`src/rtl/stopwatch_pkg.sv`:
```
// Shared types and constants for the MM:SS stopwatch core and its BCD digit counters.
package stopwatch_pkg;

  // Run/pause state of the stopwatch.
  typedef enum logic [1:0] {
    ST_IDLE  = 2'd0,
    ST_RUN   = 2'd1,
    ST_PAUSE = 2'd2,
    ST_SAT   = 2'd3
  } sw_state_e;

  // One BCD digit.
  typedef logic [3:0] bcd_digit_t;

  // Four-digit MM:SS time value, most significant digit first.
  typedef struct packed {
    bcd_digit_t min_tens;
    bcd_digit_t min_ones;
    bcd_digit_t sec_tens;
    bcd_digit_t sec_ones;
  } bcd_time_t;

  localparam bcd_digit_t DIGIT_MAX_ONES = 4'd9;
  localparam bcd_digit_t DIGIT_MAX_TENS = 4'd5;

  // True when the time value reads 59:59.
  function automatic logic bcd_time_is_max(input bcd_time_t t);
    return (t.min_tens == DIGIT_MAX_TENS) && (t.min_ones == DIGIT_MAX_ONES) &&
           (t.sec_tens == DIGIT_MAX_TENS) && (t.sec_ones == DIGIT_MAX_ONES);
  endfunction

endpackage

```
`src/rtl/bcd_digit_counter.sv`:
```
// Single BCD digit counter 0..MAX with synchronous clear and a combinational
// carry-out, meant to be chained into a ripple of digits.
module bcd_digit_counter
  import stopwatch_pkg::*;
#(
  parameter bcd_digit_t MAX = DIGIT_MAX_ONES
) (
  input  logic       clk,
  input  logic       rst,
  input  logic       clr,
  input  logic       inc,
  output bcd_digit_t digit,
  output logic       carry
);

  bcd_digit_t digit_q;
  bcd_digit_t digit_d;

  // Next digit value: clear wins, otherwise step and wrap at MAX.
  always_comb begin
    digit_d = digit_q;
    if (clr) begin
      digit_d = 4'd0;
    end else if (inc) begin
      // Treat anything at or above MAX as the wrap point so the digit can never
      // drift out of its legal range.
      if (digit_q >= MAX) begin
        digit_d = 4'd0;
      end else begin
        digit_d = digit_q + 4'd1;
      end
    end else begin
      digit_d = digit_q;
    end
  end

  // Digit register.
  always_ff @(posedge clk or posedge rst) begin
    if (rst) begin
      digit_q <= 4'd0;
    end else begin
      digit_q <= digit_d;
    end
  end

  assign digit = digit_q;
  assign carry = inc && (digit_q >= MAX);

endmodule

```
`src/rtl/stopwatch_bcd_core.sv`:
```
// Stopwatch timebase and MM:SS BCD counter with start/stop/clear control.
// A prescaler divides clk into one-second ticks; four chained BCD digit
// counters hold the time. SATURATE selects wrap-with-pulse or hold-at-59:59.
// Optional macro STOPWATCH_LAP_EN adds a lap-hold display freeze.
module stopwatch_bcd_core
  import stopwatch_pkg::*;
#(
  parameter int CLKS_PER_TICK = 100000000,
  parameter int SATURATE      = 0,
  parameter int PRESC_W       = $clog2(CLKS_PER_TICK)
) (
  input  logic       clk,
  input  logic       rst,
  input  logic       start,
  input  logic       stop,
  input  logic       clear,
`ifdef STOPWATCH_LAP_EN
  input  logic       lap,
  output logic       lap_held,
`endif
  output logic [3:0] sec_ones,
  output logic [3:0] sec_tens,
  output logic [3:0] min_ones,
  output logic [3:0] min_tens,
  output logic       running,
  output logic       tick,
  output logic       overflow
);

  localparam logic                SAT_EN     = (SATURATE != 0);
  localparam logic [PRESC_W-1:0] PRESC_LAST = PRESC_W'(CLKS_PER_TICK - 1);

  sw_state_e          state_q, state_d;
  logic [PRESC_W-1:0] presc_q, presc_d;
  logic               tick_q, tick_d;
  logic               ovf_q, ovf_d;
  logic               running_q, running_d;

  logic      run_adv_s;
  logic      term_s;
  logic      at_max_s;
  logic      cnt_inc_s;
  logic      so_carry_s, st_carry_s, mo_carry_s, mt_carry_s;
  bcd_digit_t so_s, st_s, mo_s, mt_s;
  bcd_time_t live_s;
  bcd_time_t disp_s;

  // The counter only advances in RUN when neither stop nor clear overrides it.
  assign run_adv_s = (state_q == ST_RUN) && !stop && !clear;
  assign term_s    = (presc_q == PRESC_LAST);
  assign live_s    = '{min_tens: mt_s, min_ones: mo_s, sec_tens: st_s, sec_ones: so_s};
  assign at_max_s  = bcd_time_is_max(live_s);

  // Prescaler, tick and digit-increment decisions.
  always_comb begin
    presc_d   = presc_q;
    tick_d    = 1'b0;
    cnt_inc_s = 1'b0;
    if (clear) begin
      presc_d = '0;
    end else if (run_adv_s) begin
      if (term_s) begin
        presc_d = '0;
        tick_d  = 1'b1;
        // In saturating mode the digits stay parked at 59:59.
        cnt_inc_s = !(SAT_EN && at_max_s);
      end else begin
        presc_d = presc_q + {{(PRESC_W-1){1'b0}}, 1'b1};
      end
    end else begin
      presc_d = presc_q;
    end
  end

  // Overflow: a pulse on wrap, or a sticky flag when saturating.
  always_comb begin
    ovf_d = 1'b0;
    if (SAT_EN) begin
      if (clear) begin
        ovf_d = 1'b0;
      end else if (tick_d && at_max_s) begin
        ovf_d = 1'b1;
      end else begin
        ovf_d = ovf_q;
      end
    end else begin
      // The top digit only carries when the whole chain rolls over 59:59.
      ovf_d = mt_carry_s;
    end
  end

  // Next-state logic; priority is clear, then stop, then start.
  always_comb begin
    state_d = state_q;
    if (clear) begin
      state_d = ST_IDLE;
    end else begin
      case (state_q)
        ST_IDLE: begin
          if (start && !stop) begin
            state_d = ST_RUN;
          end else begin
            state_d = ST_IDLE;
          end
        end
        ST_RUN: begin
          if (stop) begin
            state_d = ST_PAUSE;
          end else if (SAT_EN && tick_d && at_max_s) begin
            state_d = ST_SAT;
          end else begin
            state_d = ST_RUN;
          end
        end
        ST_PAUSE: begin
          if (start && !stop) begin
            state_d = ST_RUN;
          end else begin
            state_d = ST_PAUSE;
          end
        end
        ST_SAT: begin
          state_d = ST_SAT;
        end
        default: begin
          state_d = ST_IDLE;
        end
      endcase
    end
    running_d = (state_d == ST_RUN);
  end

  // Control registers: state, prescaler and the registered status outputs.
  always_ff @(posedge clk or posedge rst) begin
    if (rst) begin
      state_q   <= ST_IDLE;
      presc_q   <= '0;
      tick_q    <= 1'b0;
      ovf_q     <= 1'b0;
      running_q <= 1'b0;
    end else begin
      state_q   <= state_d;
      presc_q   <= presc_d;
      tick_q    <= tick_d;
      ovf_q     <= ovf_d;
      running_q <= running_d;
    end
  end

  bcd_digit_counter #(.MAX(DIGIT_MAX_ONES)) u_sec_ones (
    .clk   (clk),
    .rst   (rst),
    .clr   (clear),
    .inc   (cnt_inc_s),
    .digit (so_s),
    .carry (so_carry_s)
  );

  bcd_digit_counter #(.MAX(DIGIT_MAX_TENS)) u_sec_tens (
    .clk   (clk),
    .rst   (rst),
    .clr   (clear),
    .inc   (so_carry_s),
    .digit (st_s),
    .carry (st_carry_s)
  );

  bcd_digit_counter #(.MAX(DIGIT_MAX_ONES)) u_min_ones (
    .clk   (clk),
    .rst   (rst),
    .clr   (clear),
    .inc   (st_carry_s),
    .digit (mo_s),
    .carry (mo_carry_s)
  );

  bcd_digit_counter #(.MAX(DIGIT_MAX_TENS)) u_min_tens (
    .clk   (clk),
    .rst   (rst),
    .clr   (clear),
    .inc   (mo_carry_s),
    .digit (mt_s),
    .carry (mt_carry_s)
  );

`ifdef STOPWATCH_LAP_EN
  logic      held_q, held_d;
  bcd_time_t shadow_q, shadow_d;
  logic      lap_act_s;

  // Lap is honoured only while running and only when stop/clear do not win.
  assign lap_act_s = run_adv_s && lap;

  // Lap hold toggle and shadow capture of the pre-tick live time.
  always_comb begin
    held_d   = held_q;
    shadow_d = shadow_q;
    if (clear) begin
      held_d   = 1'b0;
      shadow_d = '0;
    end else if (lap_act_s) begin
      held_d = !held_q;
      if (!held_q) begin
        shadow_d = live_s;
      end else begin
        shadow_d = shadow_q;
      end
    end else begin
      held_d   = held_q;
      shadow_d = shadow_q;
    end
  end

  // Lap hold and shadow registers.
  always_ff @(posedge clk or posedge rst) begin
    if (rst) begin
      held_q   <= 1'b0;
      shadow_q <= '0;
    end else begin
      held_q   <= held_d;
      shadow_q <= shadow_d;
    end
  end

  assign disp_s   = held_q ? shadow_q : live_s;
  assign lap_held = held_q;
`else
  assign disp_s = live_s;
`endif

  assign min_tens = disp_s.min_tens;
  assign min_ones = disp_s.min_ones;
  assign sec_tens = disp_s.sec_tens;
  assign sec_ones = disp_s.sec_ones;
  assign running  = running_q;
  assign tick     = tick_q;
  assign overflow = ovf_q;

endmodule
```
`config.mk`:
```
export PLATFORM = sky130hd
export DESIGN_NAME = stopwatch_bcd_core
export DESIGN_NICKNAME = d
export VERILOG_FILES = /design/src/rtl/stopwatch_pkg.sv /design/src/rtl/bcd_digit_counter.sv /design/src/rtl/stopwatch_bcd_core.sv
export SDC_FILE = /design/constraint.sdc
export NUM_CORES = 1
export LEC_CHECK = 0
export BUFFER_PORTS_ARGS = -buffer_cell sky130_fd_sc_hd__buf_2
export CORE_AREA = 5 5 119 65
export DETAILED_ROUTE_END_ITERATION = 12
export DIE_AREA = 0 0 124 70
export HOLD_SLACK_MARGIN = 0.12
export SKIP_LAST_GASP = 1
export SYNTH_ARGS = -nofsm -noshare
export SYNTH_HDL_FRONTEND = slang
export SYNTH_SLANG_ARGS = --single-unit
```
`constraint.sdc`:
```
create_clock -name clk -period 2.15 [get_ports clk]
set_input_delay 0.1075 -clock clk [delete_from_list [all_inputs] [get_ports clk]]
set_output_delay 0.1075 -clock clk [all_outputs]
set_load 0.05 [all_outputs]
```
==> results of run 1 <==
metrics by stage:
step	TNS [ns]	worst slack (ns)	std cells	instance area, sq um	utilization (%)
6_report	0	0.05830	472	3643	56.14
5_1_grt	-0.1672	-0.03771	472	3643	56.14
4_1_cts	-0.01418	-0.01418	467	3557	54.81
3_5_place_dp	-0.2455	-0.04495	456	3343	51.51
3_3_place_gp	-0.04565	-0.02028	456	3343	51.51
2_1_floorplan	0	0.02624	316	2865	-
flip-flops by register name, indices dropped and copies added, names as in the netlist:
register / flops
overflow: 1
u_min_ones.digit: 4
running: 1
tick: 1
u_sec_tens.digit: 4
presc_q: 27
state_q: 2
u_sec_ones.digit: 4
u_min_tens.digit: 4
cells in the final DEF, fill, tap and decap left out, drive strengths merged, types with 8 or more instances in the layout:
| cell | count |
|---|---|
| buf | 67 |
| dfrtp | 48 |
| a21oi | 29 |
| nand2 | 23 |
| nand3 | 21 |
| nand4 | 20 |
| o21ai | 19 |
| inv | 18 |
| nor2 | 16 |
| a31oi | 13 |
| ha | 13 |
| nor3 | 12 |
| or3 | 8 |
power breakdown:
group / internal, mW / leakage [nW] / switching [mW]
combinational: 0.0323 / 0.854 / 0.0665
clock: 0.548 / 0.0808 / 0.345
sequential: 0.911 / 0.668 / 0.00685
total: 1.49 / 1.60 / 0.419
kinds of logic (layout without fill, tap and decap cells):
| kind of cell | Yosys count | after routing | share of synthesized area [%] |
|---|---|---|---|
| compound gates | 81 | 81 | 17.47 |
| mux | 8 | 8 | 2.838 |
| flops | 48 | 48 | 41.92 |
| fa+ha+maj | 13 | 13 | 5.677 |
| simple gates | 134 | 134 | 27.07 |
| buf+inv | 32 | 96 | 5.021 |
cell type report:
cell class	count	area (sq um)
Multi-Input combinational cell	236	1569
Sequential cell	48	1201
Clock buffer	6	128.9
Tap cell	92	115.1
Fill cell	586	2846
Timing Repair Buffer	70	526.8
Inverter	18	67.56
Clock inverter	2	35.03
how the worst max path moves through the flow:
| stage | endpoint | from | cells past startpoint |
|---|---|---|---|
| floorplan | u_min_ones.digit[3]$_DFFE_PP0P_ | presc_q[11]$_DFFE_PP0P_ | 6 |
| global placement | presc_q[20]$_DFFE_PP0P_ | presc_q[11]$_DFFE_PP0P_ | 6 |
| detailed placement | presc_q[20]$_DFFE_PP0P_ | presc_q[11]$_DFFE_PP0P_ | 6 |
| CTS | u_min_ones.digit[3]$_DFFE_PP0P_ | presc_q[9]$_DFFE_PP0P_ | 6 |
| global route | presc_q[10]$_DFFE_PP0P_ | state_q[1]$_DFF_PP0_ | 6 |
| finish | presc_q[24]$_DFFE_PP0P_ | presc_q[0]$_DFFE_PP0P_ | 8 |
layer usage:
layer,track usage (%),vias to the layer above,wire (microns)
met2,22.68,73,2916
met3,4.274,4,563
met1,32.45,1285,4372
li1,-,1310,-
met4,4.854,0,28
met5,0,-,0
critical path, cell delays in order, from the launching register on:
cell and delay (ns):
dfrtp_1 0.36, ha_2 0.19, nand4_1 0.17, buf_4 0.21, nor4_2 0.26, buf_4 0.17, nand3_1 0.10, or4_1 0.48
nand3_1 0.09
repair_timing:
action / in CTS / in global routing
buffers inserted: 1 / 4
pin swaps: 3 / 7
gates cloned: 0 / 1
resized for setup: 5 / 7
hold endpoints to repair: 49 / 0
hold buffers: 2 / 0
setup endpoints to repair: 14 / 22
==> reports/qor.yml, run 1 <==
sta:
  final.period_utilization_pct: 97.29
  worst_pin_slew_ns: 1.203
  drv_slew: 0
  layout_min_cycle_time_ns: 2.092
  worst_clock_skew_ns: 0.006453
  setup_viol: 0
  hold_slack_ns: 0.1934
  finalHoldViolCount: 0
  rsz0062_at_grt: "true"
  fmax_mhz: 478.1
  max_slew_margin_pct: 19.49
clock_network:
  htreeDepth: 2
  cts.sinks: 48
  root_buffer: "clkbuf_16"
  cts_tree: "yes"
  cts-buffers-inserted: 5
  clk_path_buf_depth: 2
  clk_pin_slew_ns: 0.06
  clock_latency_ns: 0.29
logic_synthesis:
  avgSynthCellArea_sq_um: 9.067
  syn_area_sq_um: 2865
  syn_inst: 316
  syn_nets: 334
  synth_edf_count: 0
  synth_cell_types: 49
  synth_warnings: 0
  ys_top_cells_by_count: "dfrtp_1, a21oi_1, nand2_1"
  synth-seq-cells: 48
  synthFlopType: "dfrtp_1"
  yosys.area.top_type: "dfrtp_1"
  async_flop_share_pct: 100.0
  yosysMostFrequentCell: "dfrtp_1"
  synth_top_area_share_pct: 41.92
  synth.top_cells.by_area: "dfrtp_1, ha_1, a21oi_1"
  yosysSeqAreaShare_pct: 41.92
power:
  total_power_mw: 1.910
  vdd_drop_max_v: 0.0003536
  cellLeakagePower_nw: 1.603
  p_per_area_nw_per_um2: 524.1
min_path:
  min_path_cells: 4
  hp-start: "stop"
  min_to: "state_q[0]$_DFF_PP0_"
  hp-class: "primary input to flop"
global_routing:
  grt-ovfl-total: 0
  grt_max_degree: 49
  grt_pass1_vias: 2398
  antenna_found_initial: 0
  grt_pass1_wl_microns: 12890
  track_usage_pct: 19.00
setup_path:
  reg2reg_from: "presc_q[0]$_DFFE_PP0P_"
  worstSetupPathType: "flop to flop"
  crit_arrival_ns: 2.32
  rrSetupSlack_ns: 0.06
  r2r-end: "presc_q[24]$_DFFE_PP0P_"
  startpoint_type: "flop"
  r2r_cells: 8
  required_ns: 2.38
  end_kind: "flop"
  critical_path_peak_fanout: 3
place:
  routabilityCongestion: 0.8366
  portBuffers: 23
  hpwlAfterDp_microns: 5568
floorplan:
  coreArea_sq_um: 6490
  initial_core_util_pct: 44.15
  die_w_microns: 124
  die_y_microns: 70
  io_pins: 24
  die_area_sq_um: 8680
  row_count: 21
job:
  max_cap_violations: 0
routing:
  wl_microns: 7881
  wl_per_cell_microns: 16.70
  drc: 0
  drt_iter0_markers: 257
  dr.pass1.iters: 4
  ant_nets: 0
  vias_per_cell: 5.661
  num_vias: 2672
finish:
  nets: 397
  drive_above_1_share_pct: 27.63
  antenna_cells: 0
  area_growth_pct: 27.16
outcome:
  status: "finished clean"
No activity file was read; power rests on OpenSTA's default activity.
==> inputs of run 2 (changes only) <==
--- a/config.mk
+++ b/config.mk
@@ -6,10 +6,11 @@
 export NUM_CORES = 1
 export LEC_CHECK = 0
 export BUFFER_PORTS_ARGS = -buffer_cell sky130_fd_sc_hd__buf_2
-export CORE_AREA = 5 5 119 65
+export CORE_AREA = 5 5 164 87
 export DETAILED_ROUTE_END_ITERATION = 12
-export DIE_AREA = 0 0 124 70
+export DIE_AREA = 0 0 169 92
 export HOLD_SLACK_MARGIN = 0.12
+export PLACE_DENSITY = 0.44
 export SKIP_LAST_GASP = 1
 export SYNTH_ARGS = -nofsm -noshare
 export SYNTH_HDL_FRONTEND = slang
==> reports/qor.yml, run 2 (synthesized netlist as in run 1, its figures left out) <==
outcome:
  status: "finished clean"
min_path:
  min_to: "state_q[0]$_DFF_PP0_"
  hp-start: "stop"
  hp-class: "primary input to flop"
  min_path_cells: 4  # unchanged
routing:
  wl_per_cell_microns: 14.89  # -11%
  dr.pass1.iters: 4  # unchanged
  drc: 0  # unchanged
  ant_nets: 0  # unchanged
  drt_iter0_markers: 137  # -47%
  wl_microns: 8473  # +7.5%
  vias_per_cell: 4.782  # -16%
  num_vias: 2721  # +1.8%
sta:
  worst_clock_skew_ns: 0.004024  # -0.002429 ns
  finalHoldViolCount: 0  # unchanged
  rsz0062_at_grt: "true"
  drv_slew: 0  # unchanged
  setup_viol: 0  # unchanged
  layout_min_cycle_time_ns: 2.073  # -0.01869 ns
  max_slew_margin_pct: 75.44  # +56 points
  final.period_utilization_pct: 96.42  # -0.87 points
  setup_slack_ns: 0.07699  # +0.01869 ns
  fmax_mhz: 482.4  # +0.90%
  worst_pin_slew_ns: 0.3671  # -0.8362 ns
clock_network:
  clk_pin_slew_ns: 0.07  # about the same
  root_buffer: "clkbuf_16"
  cts_tree: "yes"
  clk_path_buf_depth: 2  # unchanged
  clock_latency_ns: 0.29  # about the same
  cts.sinks: 48  # unchanged
  htreeDepth: 2  # unchanged
  cts-buffers-inserted: 5  # unchanged
setup_path:
  worstPathCellList: "or4_4 > nor4_4 > buf_4 > nand4_1 > buf_6 > o31ai_2 > a21oi_1"
  crit_buf_inv: 2  # unchanged
  r2r-end: "u_min_tens.digit[2]$_DFFE_PP0P_"
  end_kind: "flop"
  r2r_cells: 7  # -1
  critical_path_peak_fanout: 7  # +4
  crit_arrival_ns: 2.24  # -0.08 ns
  required_ns: 2.32  # -0.06 ns
  crit_slowest_cell: "or4_4"
  startpoint_type: "flop"
  crit_path_max_incr_delay_ns: 0.55  # +0.07 ns
  path_delay_family: "simple AND/OR/NAND/NOR gates"
  rrSetupSlack_ns: 0.08  # +0.02 ns
  reg2reg_from: "presc_q[19]$_DFFE_PP0P_"
  worstSetupPathType: "flop to flop"
floorplan:
  row_count: 29  # +38%
  coreArea_sq_um: 12520  # +93%
  die_w_microns: 169  # +36%
  io_pins: 24  # unchanged
  initial_core_util_pct: 22.89  # -21 points
  die_area_sq_um: 15550  # +79%
  die_y_microns: 92  # +31%
finish:
  antenna_cells: 0  # unchanged
  layout_commonest_cell: "buf_4"
  nets: 416  # +4.8%
  regMostFlops: "presc_q"
  drive_above_1_share_pct: 32.08  # +4.4 points
  layout_common_cells: "buf_4, dfrtp_1, a21oi_1, buf_2, nand2_1"
  final_util_pct: 31.03  # -25 points
  largest_register_ffs: 27  # unchanged
  area_growth_pct: 35.59
place:
  portBuffers: 23  # unchanged
  routabilityCongestion: 0.7516  # -10%
  pre_cts_ws_ns: -0.04466  # +0.0002985 ns
  hpwlAfterDp_microns: 5800  # +4.2%
global_routing:
  grt_busiest_layer: "met2"
  grt-ovfl-total: 0  # unchanged
  track_usage_pct: 11.07  # -7.9 points
  grt_pass1_wl_microns: 14120  # +9.5%
  grt_use_met3_pct: 2.320  # -2.0 points
  met2_usage_pct: 18.02  # -4.7 points
  antenna_found_initial: 0  # unchanged
  grt_pass1_vias: 2654  # +11%
  grt_max_degree: 49  # unchanged
  grt_use_met1_pct: 15.33  # -17 points
power:
  vdd_drop_max_v: 0.0002930  # -17%
  cellLeakagePower_nw: 1.711  # +6.7%
  p_per_area_nw_per_um2: 472.5  # -9.9%
job:
  max_cap_violations: 0  # unchanged
==> run 2: cell types whose count changed in the layout (fill, tap and decap cells not counted), sizes merged <==
cell,delta
bufinv,-1
clkbuf,-1
buf,+20
clkinv,+1
==> run 2: final cells by class <==
type	instances	area, sq um
Clock buffer	6	138.9
Clock inverter	2	10.01
Fill cell	1324	8633
Inverter	18	67.56
Multi-Input combinational cell	236	1603
Sequential cell	48	1201
Tap cell	170	212.7
Timing Repair Buffer	89	651.9
==> run 2: stage by stage <==
stage	hold WS [ns]	instance area (sq um)	instances	TNS [ns]	power, mW
floorplan	0.1932	2865	316	0	0.9943
global placement	0.1825	3518	546	-0.1198	1.035
detailed placement	0.1782	3518	546	-0.2915	1.036
CTS	0.1571	3722	559	0	1.868
global route	0.1954	3885	569	-0.04235	1.921
finish	0.1764	3885	569	0	1.836
==> run 2: worst max path at each step <==
stage	start	end	slack, ns	depth (start not counted)
finish	presc_q[19]$_DFFE_PP0P_	u_min_tens.digit[2]$_DFFE_PP0P_	0.08	7
global route	presc_q[10]$_DFFE_PP0P_	u_min_tens.digit[2]$_DFFE_PP0P_	-0.02	7
CTS	presc_q[0]$_DFFE_PP0P_	presc_q[24]$_DFFE_PP0P_	0.01	8
detailed placement	presc_q[11]$_DFFE_PP0P_	presc_q[16]$_DFFE_PP0P_	-0.04	6
global placement	presc_q[11]$_DFFE_PP0P_	presc_q[16]$_DFFE_PP0P_	-0.04	6
floorplan	presc_q[11]$_DFFE_PP0P_	u_min_ones.digit[3]$_DFFE_PP0P_	0.03	6
==> run 2: per-layer routing <==
layer | up-vias | wire length (microns) | part of all wire (%)
li1 | 1345 | - | -
met1 | 1348 | 4351 | 51
met2 | 23 | 3853 | 45
met3 | 5 | 206 | 2.4
met4 | 0 | 61 | 0.72
met5 | - | 0 | 0
==> run 2: timing repair <==
action | in CTS | in global routing
buffers inserted | 3 | 9
hold endpoints to repair | 49 | 0
pin swaps | 3 | 10
gates resized for setup | 3 | 24
setup endpoints to repair | 13 | 30
cloned | 0 | 1
hold buffers | 2 | 0
==> run 2: power breakdown <==
part           total [mW]  internal (mW)  switching (mW)
logic               0.104         0.0348          0.0689
registers           0.917          0.911         0.00678
clock network       0.814          0.460           0.355
total                1.84           1.41           0.430
==> run 2: worst reg2reg max path, delay by kind of cell, from the launching register on <==
family | cells | cell delay (ns)
simple gates | 3 | 0.92
flops | 1 | 0.37
compound gates | 2 | 0.33
buf+inv | 2 | 0.33
==> inputs of run 3 (changes only) <==
--- a/config.mk
+++ b/config.mk
@@ -6,9 +6,9 @@
 export NUM_CORES = 1
 export LEC_CHECK = 0
 export BUFFER_PORTS_ARGS = -buffer_cell sky130_fd_sc_hd__buf_2
-export CORE_AREA = 5 5 164 87
+export CORE_AREA = 5 5 118 120
 export DETAILED_ROUTE_END_ITERATION = 12
-export DIE_AREA = 0 0 169 92
+export DIE_AREA = 0 0 123 125
 export HOLD_SLACK_MARGIN = 0.12
 export PLACE_DENSITY = 0.44
 export SKIP_LAST_GASP = 1
==> constraint.sdc (replaced) <==
create_clock -name clk -period 1.73 [get_ports clk]
set_input_delay 0.0865 -clock clk [delete_from_list [all_inputs] [get_ports clk]]
set_output_delay 0.0865 -clock clk [all_outputs]
set_load 0.05 [all_outputs]
==> reports/qor.yml, run 3 (synthesized netlist as in run 1, its figures left out) <==
clock_network:
  cts_tree: "yes"
  cts-buffers-inserted: 5  # unchanged
  root_buffer: "clkbuf_16"
  cts.sinks: 48  # unchanged
  clk_pin_slew_ns: 0.07  # about the same
  clock_latency_ns: 0.29  # about the same
  htreeDepth: 2  # unchanged
  clk_path_buf_depth: 2  # unchanged
setup_path:
  r2r_cells: 6  # -1
  crit_buf_inv: 1  # -1
  end_kind: "flop"
  reg2reg_from: "presc_q[19]$_DFFE_PP0P_"
  crit_slowest_cell: "or4_4"
  crit_path_max_incr_delay_ns: 0.54  # about the same
  startpoint_type: "flop"
  required_ns: 1.93  # -0.39 ns
  worstPathCellList: "or4_4 > or4_4 > nor3_4 > buf_6 > a31oi_1 > a311oi_2"
  crit_arrival_ns: 2.28  # +0.04 ns
  crit_path_start: "presc_q[19]$_DFFE_PP0P_"
  rrSetupSlack_ns: -0.35  # -0.43 ns
  worstSetupPathType: "flop to flop"
  cpMostUsedCell: "or4_4"
  path_delay_family: "simple AND/OR/NAND/NOR gates"
  r2r-end: "u_min_ones.digit[3]$_DFFE_PP0P_"
  critical_path_peak_fanout: 4  # -3
floorplan:
  die_w_microns: 123  # -27%
  coreArea_sq_um: 12870  # +2.8%
  row_count: 42  # +45%
  die_area_sq_um: 15380  # -1.1%
  io_pins: 24  # unchanged
  die_y_microns: 125  # +36%
  initial_core_util_pct: 22.25  # -0.63 points
outcome:
  violations: "setup timing"
  status: "complete, but fails checks"
finish:
  regMostFlops: "presc_q"
  largest_register_ffs: 27  # unchanged
  register_area_sq_um: 1205  # +0.31%
  area_growth_pct: 50.09
  layout_commonest_cell: "buf_4"
  nFillCells: 1338  # +1.1%
  multi_input_area_sq_um: 1732  # +8.0%
  layout_common_cells: "buf_4, dfrtp_1, nand2_1, buf_2"
  drive_above_1_share_pct: 42.23  # +10 points
  final_util_pct: 33.40  # +2.4 points
  antenna_cells: 0  # unchanged
  nets: 448  # +7.7%
sta:
  rsz0062_at_grt: "true"
  drv_slew: 0  # unchanged
  layout_min_cycle_time_ns: 2.082  # +0.009264 ns
  fmax_mhz: 480.2  # -0.44%
  setup_viol: 44  # +44
  setup_slack_ns: -0.3523  # -0.4293 ns
  final.period_utilization_pct: 120.4  # +24 points
  max_slew_margin_pct: 79.96  # +4.5 points
  worst_pin_slew_ns: 0.2984  # -0.06870 ns
  worst_clock_skew_ns: 0.007483  # +0.003459 ns
  fin_setup_tns_ns: -11.63  # -11.63 ns
  finalHoldViolCount: 0  # unchanged
routing:
  dr.pass1.iters: 4  # unchanged
  drc: 0  # unchanged
  ant_nets: 0  # unchanged
  wl_microns: 8371  # -1.2%
  num_vias: 2879  # +5.8%
  wl_per_cell_microns: 13.79  # -7.4%
  vias_per_cell: 4.743  # -0.82%
  drt_iter0_markers: 132  # -3.6%
place:
  pre_cts_ws_ns: -0.4095  # -0.3649 ns
  hpwlAfterDp_microns: 5885  # +1.5%
  portBuffers: 23  # unchanged
  routabilityCongestion: 0.8294  # +10%
global_routing:
  track_usage_pct: 11.12  # +0.046 points
  grt-ovfl-total: 0  # unchanged
  grt_pass1_wl_microns: 14080  # -0.29%
  grt_pass1_vias: 2795  # +5.3%
  antenna_found_initial: 0  # unchanged
  grt_max_degree: 49  # unchanged
min_path:
  hp-start: "stop"
  min_path_cells: 5  # +1
  min_to: "state_q[0]$_DFF_PP0_"
  hp-class: "primary input to flop"
power:
  cellLeakagePower_nw: 1.902  # +11%
  p_per_area_nw_per_um2: 523.4  # +11%
  vdd_drop_max_v: 0.0003804  # +30%
job:
  max_cap_violations: 0  # unchanged
run 3: cell count changes in the layout (fill, tap and decap cells not counted), sizes merged:
cell | before | now
clkbuf | 6 | 7
clkinv | 2 | 1
buf | 87 | 119
run 3: layout make-up:
class                           count  share of cell area (%)
Clock inverter                      1                  0.1164
Inverter                           18                   1.571
Multi-Input combinational cell    236                   40.27
Timing Repair Buffer              121                   21.82
Sequential cell                    48                   28.02
Tap cell                          176                   5.121
Clock buffer                        7                   3.084
run 3: tightest hold or removal path: cells and delay by family:
kind,cells,cell delay [ns]
and+or+nand+nor,1,0.07
AOI/OAI and AO/OA,1,0.07
buffers and inverters,3,0.24
run 3: worst max path at each step:
stage,to,slack [ns],cells past startpoint
2_1_floorplan,u_min_ones.digit[3]$_DFFE_PP0P_,-0.34,6
3_3_place_gp,presc_q[16]$_DFFE_PP0P_,-0.38,6
3_5_place_dp,u_min_ones.digit[3]$_DFFE_PP0P_,-0.41,5
4_1_cts,u_min_ones.digit[3]$_DFFE_PP0P_,-0.39,6
5_1_grt,u_min_tens.digit[0]$_DFFE_PP0P_,-0.41,8
6_report,u_min_ones.digit[3]$_DFFE_PP0P_,-0.35,6
run 3: repair_timing:
item | CTS | global route
endpoints found under the setup margin | 45 | 45
buffers inserted | 5 | 2
hold buffers | 2 | 0
endpoints found under the hold margin | 49 | 0
cloned | 0 | 0
gates resized for setup | 19 | 24
pin swaps | 11 | 19
run 3: stage by stage:
stage          instance area (sq um)  std cells  hold WS [ns]  power (mW)
6_report                        4300        607        0.2194       2.251
5_1_grt                         4300        607        0.2381       2.346
4_1_cts                         4187        605        0.2177       2.292
3_5_place_dp                    3923        590        0.1608       1.305
3_3_place_gp                    3923        590        0.1577       1.304
2_1_floorplan                   2964        316        0.1722       1.243
run 3: per-layer routing:
layer | vias to the layer above | global-route usage, % | share of wire [%]
met4 | 0 | 2.736 | 1.1
li1 | 1409 | - | -
met2 | 53 | 18.85 | 50
met5 | - | 0 | 0
met1 | 1411 | 14.78 | 45
met3 | 6 | 1.716 | 3.5
run 3: power by group:
group          switching (mW)  leakage (nW)  total, mW  internal (mW)
Combinational          0.0935          1.17      0.150         0.0567
Clock                   0.428        0.0679      0.964          0.536
Sequential            0.00474         0.663       1.14           1.13
